--- src/rtl/key_irq_ctrl.sv ---
// Front-panel key interrupt controller: synchronises and debounces six active-low keys,
// raises press/auto-repeat events as pending flags and presents one vector at a time to the CPU.
module key_irq_ctrl #(
    parameter logic [15:0] TICK_DIV  = 16'd48000,
    parameter logic [3:0]  DEB_TICKS = 4'd8,
    parameter logic [7:0]  RPT_DELAY = 8'd50,
    parameter logic [7:0]  RPT_RATE  = 8'd10,
    parameter logic [7:0]  VEC_BASE  = 8'd2
) (
    input  logic       clk,
    input  logic       rst,
    input  logic [5:0] keys_n,
    input  logic       di,
    input  logic       irq_ack,
    output logic       irq_req,
    output logic [7:0] irq_vec,
    output logic [5:0] key_state,
    output logic [5:0] pending,
    output logic       overrun
);

    localparam int NK = 6;

    localparam logic [1:0] ST_IDLE    = 2'd0;
    localparam logic [1:0] ST_PRESENT = 2'd1;
    localparam logic [1:0] ST_GAP     = 2'd2;

    logic [5:0]  sync1_q, sync2_q;
    logic [5:0]  key_s;
    logic [15:0] presc_q, presc_d;
    logic        tick_s;
    logic [3:0]  deb_q [NK];
    logic [3:0]  deb_d [NK];
    logic [7:0]  rpt_q [NK];
    logic [7:0]  rpt_d [NK];
    logic [5:0]  ks_q, ks_d;
    logic [5:0]  flip_s, press_s, rpt_ev_s, ev_s, clr_s;
    logic [5:0]  pend_q, pend_d;
    logic        ovr_q, ovr_d;
    logic [1:0]  st_q, st_d;
    logic [2:0]  sel_q, sel_d, win_s;
    logic        req_q, req_d;
    logic [7:0]  vec_q, vec_d;

    function automatic logic [2:0] lowest_set(input logic [5:0] v);
        logic [2:0] idx;
        idx = 3'd0;
        for (int i = NK - 1; i >= 0; i--) begin
            if (v[i]) begin
                idx = 3'(i);
            end else begin
                idx = idx;
            end
        end
        return idx;
    endfunction

    assign key_s  = ~sync2_q;
    assign tick_s = (presc_q == (TICK_DIV - 16'd1));
    assign win_s  = lowest_set(pend_q);

    // Prescaler wraps to zero on the tick cycle.
    always_comb begin
        if (tick_s) begin
            presc_d = 16'd0;
        end else begin
            presc_d = presc_q + 16'd1;
        end
    end

    // Per-key debounce and auto-repeat; repeat keeps running while a release is still being debounced.
    always_comb begin
        ks_d     = ks_q;
        flip_s   = 6'd0;
        press_s  = 6'd0;
        rpt_ev_s = 6'd0;
        for (int i = 0; i < NK; i++) begin
            deb_d[i] = deb_q[i];
            rpt_d[i] = rpt_q[i];
            if (tick_s && (key_s[i] != ks_q[i])) begin
                if ((deb_q[i] + 4'd1) == DEB_TICKS) begin
                    flip_s[i] = 1'b1;
                    ks_d[i]   = key_s[i];
                    deb_d[i]  = 4'd0;
                    if (key_s[i]) begin
                        press_s[i] = 1'b1;
                        rpt_d[i]   = RPT_DELAY;
                    end else begin
                        rpt_d[i] = 8'd0;
                    end
                end else begin
                    deb_d[i] = deb_q[i] + 4'd1;
                end
            end else if (tick_s) begin
                deb_d[i] = 4'd0;
            end else begin
                deb_d[i] = deb_q[i];
            end
            if (tick_s && !flip_s[i] && ks_q[i] && (RPT_DELAY != 8'd0)) begin
                if (rpt_q[i] == 8'd1) begin
                    rpt_ev_s[i] = 1'b1;
                    rpt_d[i]    = RPT_RATE;
                end else begin
                    rpt_d[i] = rpt_q[i] - 8'd1;
                end
            end else begin
                rpt_d[i] = rpt_d[i];
            end
        end
    end

    // Presentation FSM; an ack takes precedence over a simultaneous di.
    always_comb begin
        st_d  = st_q;
        sel_d = sel_q;
        vec_d = vec_q;
        clr_s = 6'd0;
        case (st_q)
            ST_IDLE: begin
                if (!di && (pend_q != 6'd0)) begin
                    sel_d = win_s;
                    vec_d = VEC_BASE + {4'd0, win_s, 1'b0};
                    st_d  = ST_PRESENT;
                end else begin
                    st_d = ST_IDLE;
                end
            end
            ST_PRESENT: begin
                if (irq_ack) begin
                    clr_s = 6'd1 << sel_q;
                    st_d  = ST_GAP;
                end else if (di) begin
                    st_d = ST_IDLE;
                end else begin
                    st_d = ST_PRESENT;
                end
            end
            ST_GAP: begin
                st_d = ST_IDLE;
            end
            default: begin
                st_d = ST_IDLE;
            end
        endcase
        req_d = (st_d == ST_PRESENT);
    end

    // A new event beats a same-edge clear and then does not count as an overrun.
    always_comb begin
        ev_s   = press_s | rpt_ev_s;
        pend_d = (pend_q & ~clr_s) | ev_s;
        ovr_d  = ovr_q | (|(ev_s & pend_q & ~clr_s));
    end

    // State registers.
    always_ff @(posedge clk or negedge rst) begin
        if (!rst) begin
            sync1_q <= 6'h3F;
            sync2_q <= 6'h3F;
            presc_q <= 16'd0;
            ks_q    <= 6'd0;
            pend_q  <= 6'd0;
            ovr_q   <= 1'b0;
            st_q    <= ST_IDLE;
            sel_q   <= 3'd0;
            req_q   <= 1'b0;
            vec_q   <= VEC_BASE;
            for (int i = 0; i < NK; i++) begin
                deb_q[i] <= 4'd0;
                rpt_q[i] <= 8'd0;
            end
        end else begin
            sync1_q <= keys_n;
            sync2_q <= sync1_q;
            presc_q <= presc_d;
            ks_q    <= ks_d;
            pend_q  <= pend_d;
            ovr_q   <= ovr_d;
            st_q    <= st_d;
            sel_q   <= sel_d;
            req_q   <= req_d;
            vec_q   <= vec_d;
            for (int i = 0; i < NK; i++) begin
                deb_q[i] <= deb_d[i];
                rpt_q[i] <= rpt_d[i];
            end
        end
    end

    assign irq_req   = req_q;
    assign irq_vec   = vec_q;
    assign key_state = ks_q;
    assign pending   = pend_q;
    assign overrun   = ovr_q;

endmodule
--- config.mk ---
export PLATFORM = sky130hd
export DESIGN_NAME = key_irq_ctrl
export DESIGN_NICKNAME = d
export VERILOG_FILES = /design/src/rtl/key_irq_ctrl.sv
export SDC_FILE = /design/constraint.sdc
export NUM_CORES = 1
export LEC_CHECK = 0
export BUFFER_PORTS_ARGS = -buffer_cell sky130_fd_sc_hd__buf_2
export CAP_MARGIN = 10
export CORE_AREA = 2 2 164 182
export CTS_BUF_LIST = sky130_fd_sc_hd__clkbuf_8
export DETAILED_ROUTE_END_ITERATION = 6
export DIE_AREA = 0 0 166 184
export REMOVE_ABC_BUFFERS = 1
export SETUP_SLACK_MARGIN = 0.05
export SLEW_MARGIN = 40
export SYNTH_ARGS = -nofsm -noshare
export SYNTH_HDL_FRONTEND = slang
export SYNTH_SLANG_ARGS = --single-unit
--- constraint.sdc ---
create_clock -name clk -period 2.5 [get_ports clk]
set_input_delay 0 -clock clk [delete_from_list [all_inputs] [get_ports clk]]
set_output_delay 0 -clock clk [all_outputs]
set_load 0.01 [all_outputs]
==> impl_results.md <==
* Post-synthesis mux area share at 1.62%
* Detailed-route via count at 5388
* Post-Synth Simple-Gate Area at between 20 and 25%
* Tmin final at 2.33 ns
* Drt pass-1 iters at 5
* Worst r2r dst: rpt_q[17]$_DFFE_PN0P_
* CP Launch Type: flop
* Logic gate share of total power at between 10% and 20%
* Min-Delay Path Class: in -> async
* CP max stage cell: or4_4
* Initial antenna violation count at 0
* Path depth of the worst reg2reg path at 6
* Main flop type after synthesis: dfrtp_1
* Ranking of synthesized cells by area: dfrtp_1 41%, dfstp_2 5.0%, nand2_1 4.1%, o21ai_0 4.0%, ha_1 3.7%
* Largest net degree at the start of global routing at 54
* Pre-CTS setup slack at 0.170 ns
* H-tree depth at 4
* RSZ-0062 raised after global routing: no
* FF/Latch Area at 3090 um^2
* DRC at 0
* Post-synthesis area per instance at 9.56 um^2
* Max Cap Viol at 0
* Final Hold Viols at 0
* GP Congestion at 0.792
* Antenna fix cells at 0
* Worst-path clk slew at 0.07 ns
* Crit path depth at 6
* Yosys top cell by area: dfrtp_1
* Num CTS Buffers at 17
* Worst VDD drop at roughly 0.35 mV
* Arrival time worst endpoint at 2.71 ns
* Crit path buf inv count at 1
* Average wire per standard cell at roughly 13 um
* FILL cells at 3007
* Max Freq at 429 MHz
* Die area at a little over 30000 um^2
* Share of post-route cells with drive strength above 1 at 15.5%
* Synth Area in Compound Gates at approximately a fifth
* WS Path Type: reg -> reg
* Reg power frac at 50.2%
* CP max FO at 13
* Post-synthesis cell type count at 74
* Cell Rows at between 60 and 70
* Root Driver: clkbuf_8
* WL final at 15100 um
* Nature of the critical path endpoint: flop
* Die Wd at 166 um
* Largest family of logic cells by synthesized area: simple AND/OR/NAND/NOR gates
* Clock Skew at 0.0114 ns
* Synth async-reset ratio at 100%
* Count leader, synth: dfrtp_1
* Port Buffer Count at 27
* Area growth, synth to finish at 16.0%
* Global-route wire length before repair at 26000 um
* Core area at 28500 um^2
* CTS Buffer Depth at 2
* Area of the mapped netlist at 6790 um^2
* Gr ovfl total at 0
* Flops & latches, synth at 123
* Reg2reg start: presc_q[7]$_DFF_PN0_
* Ratio of final minimum period to clock period at 93.2%
* Inst Count DP at 1095
* IO Pins at 32
* CP Cell Sequence: nand4bb_1, or4_4, buf_12, or3_4, mux2_4, o21ai_2
* Starting Density at a little under a quarter
* CP required at approximately 2.9 ns
* Post-synth top cells: 110 x dfrtp_1, 74 x nand2_1, 54 x o21ai_0
* Seq/Total Area, Yosys at around 46%
* CTS sink cnt at 123
* Clk pwr share at a little under two fifths
* CP startpoint: presc_q[7]$_DFF_PN0_
* Sw frac at 27.7%
* Status: completed
* Die Ht at 184 um
* Via density at around 4.7
* Switching power at ~0.0012 W
* Slowest stage delay, CP at 0.67 ns
* Crit path max-delay family: simple AND/OR/NAND/NOR gates
* Setup crit end: rpt_q[17]$_DFFE_PN0P_
* CTS tree: built
* Post-synth EDFFs at 0
* Final-report max-slew violation count at 0
* Post-synthesis adder-cell area fraction at ~3.7%
* DP HPWL at between 10000 and 15000 um
* Pwr/cell area at 569 nW/um^2
* Leakage power at 3.43 nW
* Insertion delay to the later sink of the worst-skew pair at around 0.45 ns
* YS warnings at 0
* Final setup fails at 0
* Initial DRC Count at 454
* Final setup margin at 0.169 ns
* Synth Area in XOR/XNOR at ~3.2%
* R2r setup slk at 0.17 ns
* Slew of the pin with the lowest slew margin at 0.753 ns
* Area of the multi-input gates at 3440 um^2
* DRT antenna net count at 0
* Normalized max-slew margin at 49.5%
* Synth Instances at 710
* Vias in the first global route at approximately 5300
* Final #Nets at 787
* Non-Filler Instances at 1138
* Global-route usage over all layers at between 10% and 20%
* Internal at 0.00324 W
* Top cell type's share of synthesized area at 40.6%
cell usage in the layout (no fill, tap or decap), drive strengths merged, types with 6 or more instances in the layout:
| cell | n |
|---|---|
| dfrtp | 110 |
| nand2 | 74 |
| o21ai | 65 |
| inv | 45 |
| nand3 | 43 |
| buf | 39 |
| nor2 | 36 |
| a21oi | 25 |
| ha | 20 |
| clkbuf | 19 |
| xnor2 | 16 |
| nor3 | 16 |
| or3 | 16 |
| a22o | 15 |
| a31oi | 14 |
| dfstp | 13 |
| a211oi | 11 |
| nor4 | 11 |
| nor2b | 10 |
| dlygate4sd3 | 10 |
| xor2 | 9 |
| nand3b | 9 |
| a21o | 9 |
| nand4 | 8 |
| nand2b | 8 |
| and4 | 8 |
| o22ai | 8 |
| a21boi | 6 |
| o31ai | 6 |
cell type report:
class                   instances  area share, %
multi-input cells             526           43.7
flip-flops and latches        123           39.3
well taps                     368           5.85
repair buffers                 49           4.53
clock buffers                  19           3.32
inverters                      40           1.91
clock inverters                13           1.41
layer usage:
layer | wire length, um | track usage (%)
met5 | 0 | 0
met3 | 602 | 2.82
met1 | 7330 | 13.1
met2 | 6990 | 16.8
met4 | 223 | 3.86
repair_timing:
item	4_1_cts	5_1_grt
hold buffers	10	0
buffers inserted	0	1
setup endpoints to repair	0	7
gates resized for setup	0	4
hold endpoints to repair	79	0
state kept, by name, summed over array words and instances, names as in the netlist:
register   cells
overrun        1
rpt_q         48
key_state      6
pending        6
sel_q          3
presc_q       16
irq_req        1
irq_vec        4
deb_q         24
sync2_q        6
sync1_q        6
st_q           2
through the flow:
step	TNS [ns]	hold WS, ns	instance area (um^2)	total power, W	util (%)
floorplan	-288.78	-0.296	6650	0.00251	-
global placement	0	-0.0149	7350	0.00279	25.8
detailed placement	0	-0.0121	7350	0.00280	25.8
CTS	0	0.0663	7830	0.00455	27.4
global route	0	0.0987	7880	0.00470	27.6
finish	0	0.0653	7880	0.00448	27.6
worst min path at each step:
| stage | start | endpoint | slack (ns) | depth (start not counted) |
|---|---|---|---|---|
| 6_report | rst | rpt_q[47]$_DFFE_PN0P_ | 0.07 | 2 |
| 2_1_floorplan | rst | deb_q[0]$_DFFE_PN0P_ | -0.30 | 0 |
| 5_1_grt | rst | rpt_q[13]$_DFFE_PN0P_ | 0.1 | 2 |
| 4_1_cts | rst | rpt_q[46]$_DFFE_PN0P_ | 0.07 | 2 |
| 3_3_place_gp | rst | rpt_q[46]$_DFFE_PN0P_ | -0.01 | 1 |
| 3_5_place_dp | rst | rpt_q[46]$_DFFE_PN0P_ | -0.01 | 1 |
power groups by stage:
stage               Combinational [W]  Clock [W]  Sequential (W)
floorplan                    0.000244          0         0.00227
global placement             0.000512          0         0.00228
detailed placement           0.000517          0         0.00228
CTS                          0.000536    0.00177         0.00224
global route                 0.000583    0.00186         0.00226
finish                       0.000528    0.00170         0.00225
logic make-up (layout without fill, tap and decap cells):
group | after synthesis | count (layout)
simple gates | 271 | 271
compound gates | 196 | 196
flops | 123 | 123
buf+inv | 64 | 121
xor+xnor | 25 | 25
fa+ha+maj | 20 | 20
mux | 10 | 10
other cells | 1 | 4
No activity file was read; power rests on OpenSTA's default activity.
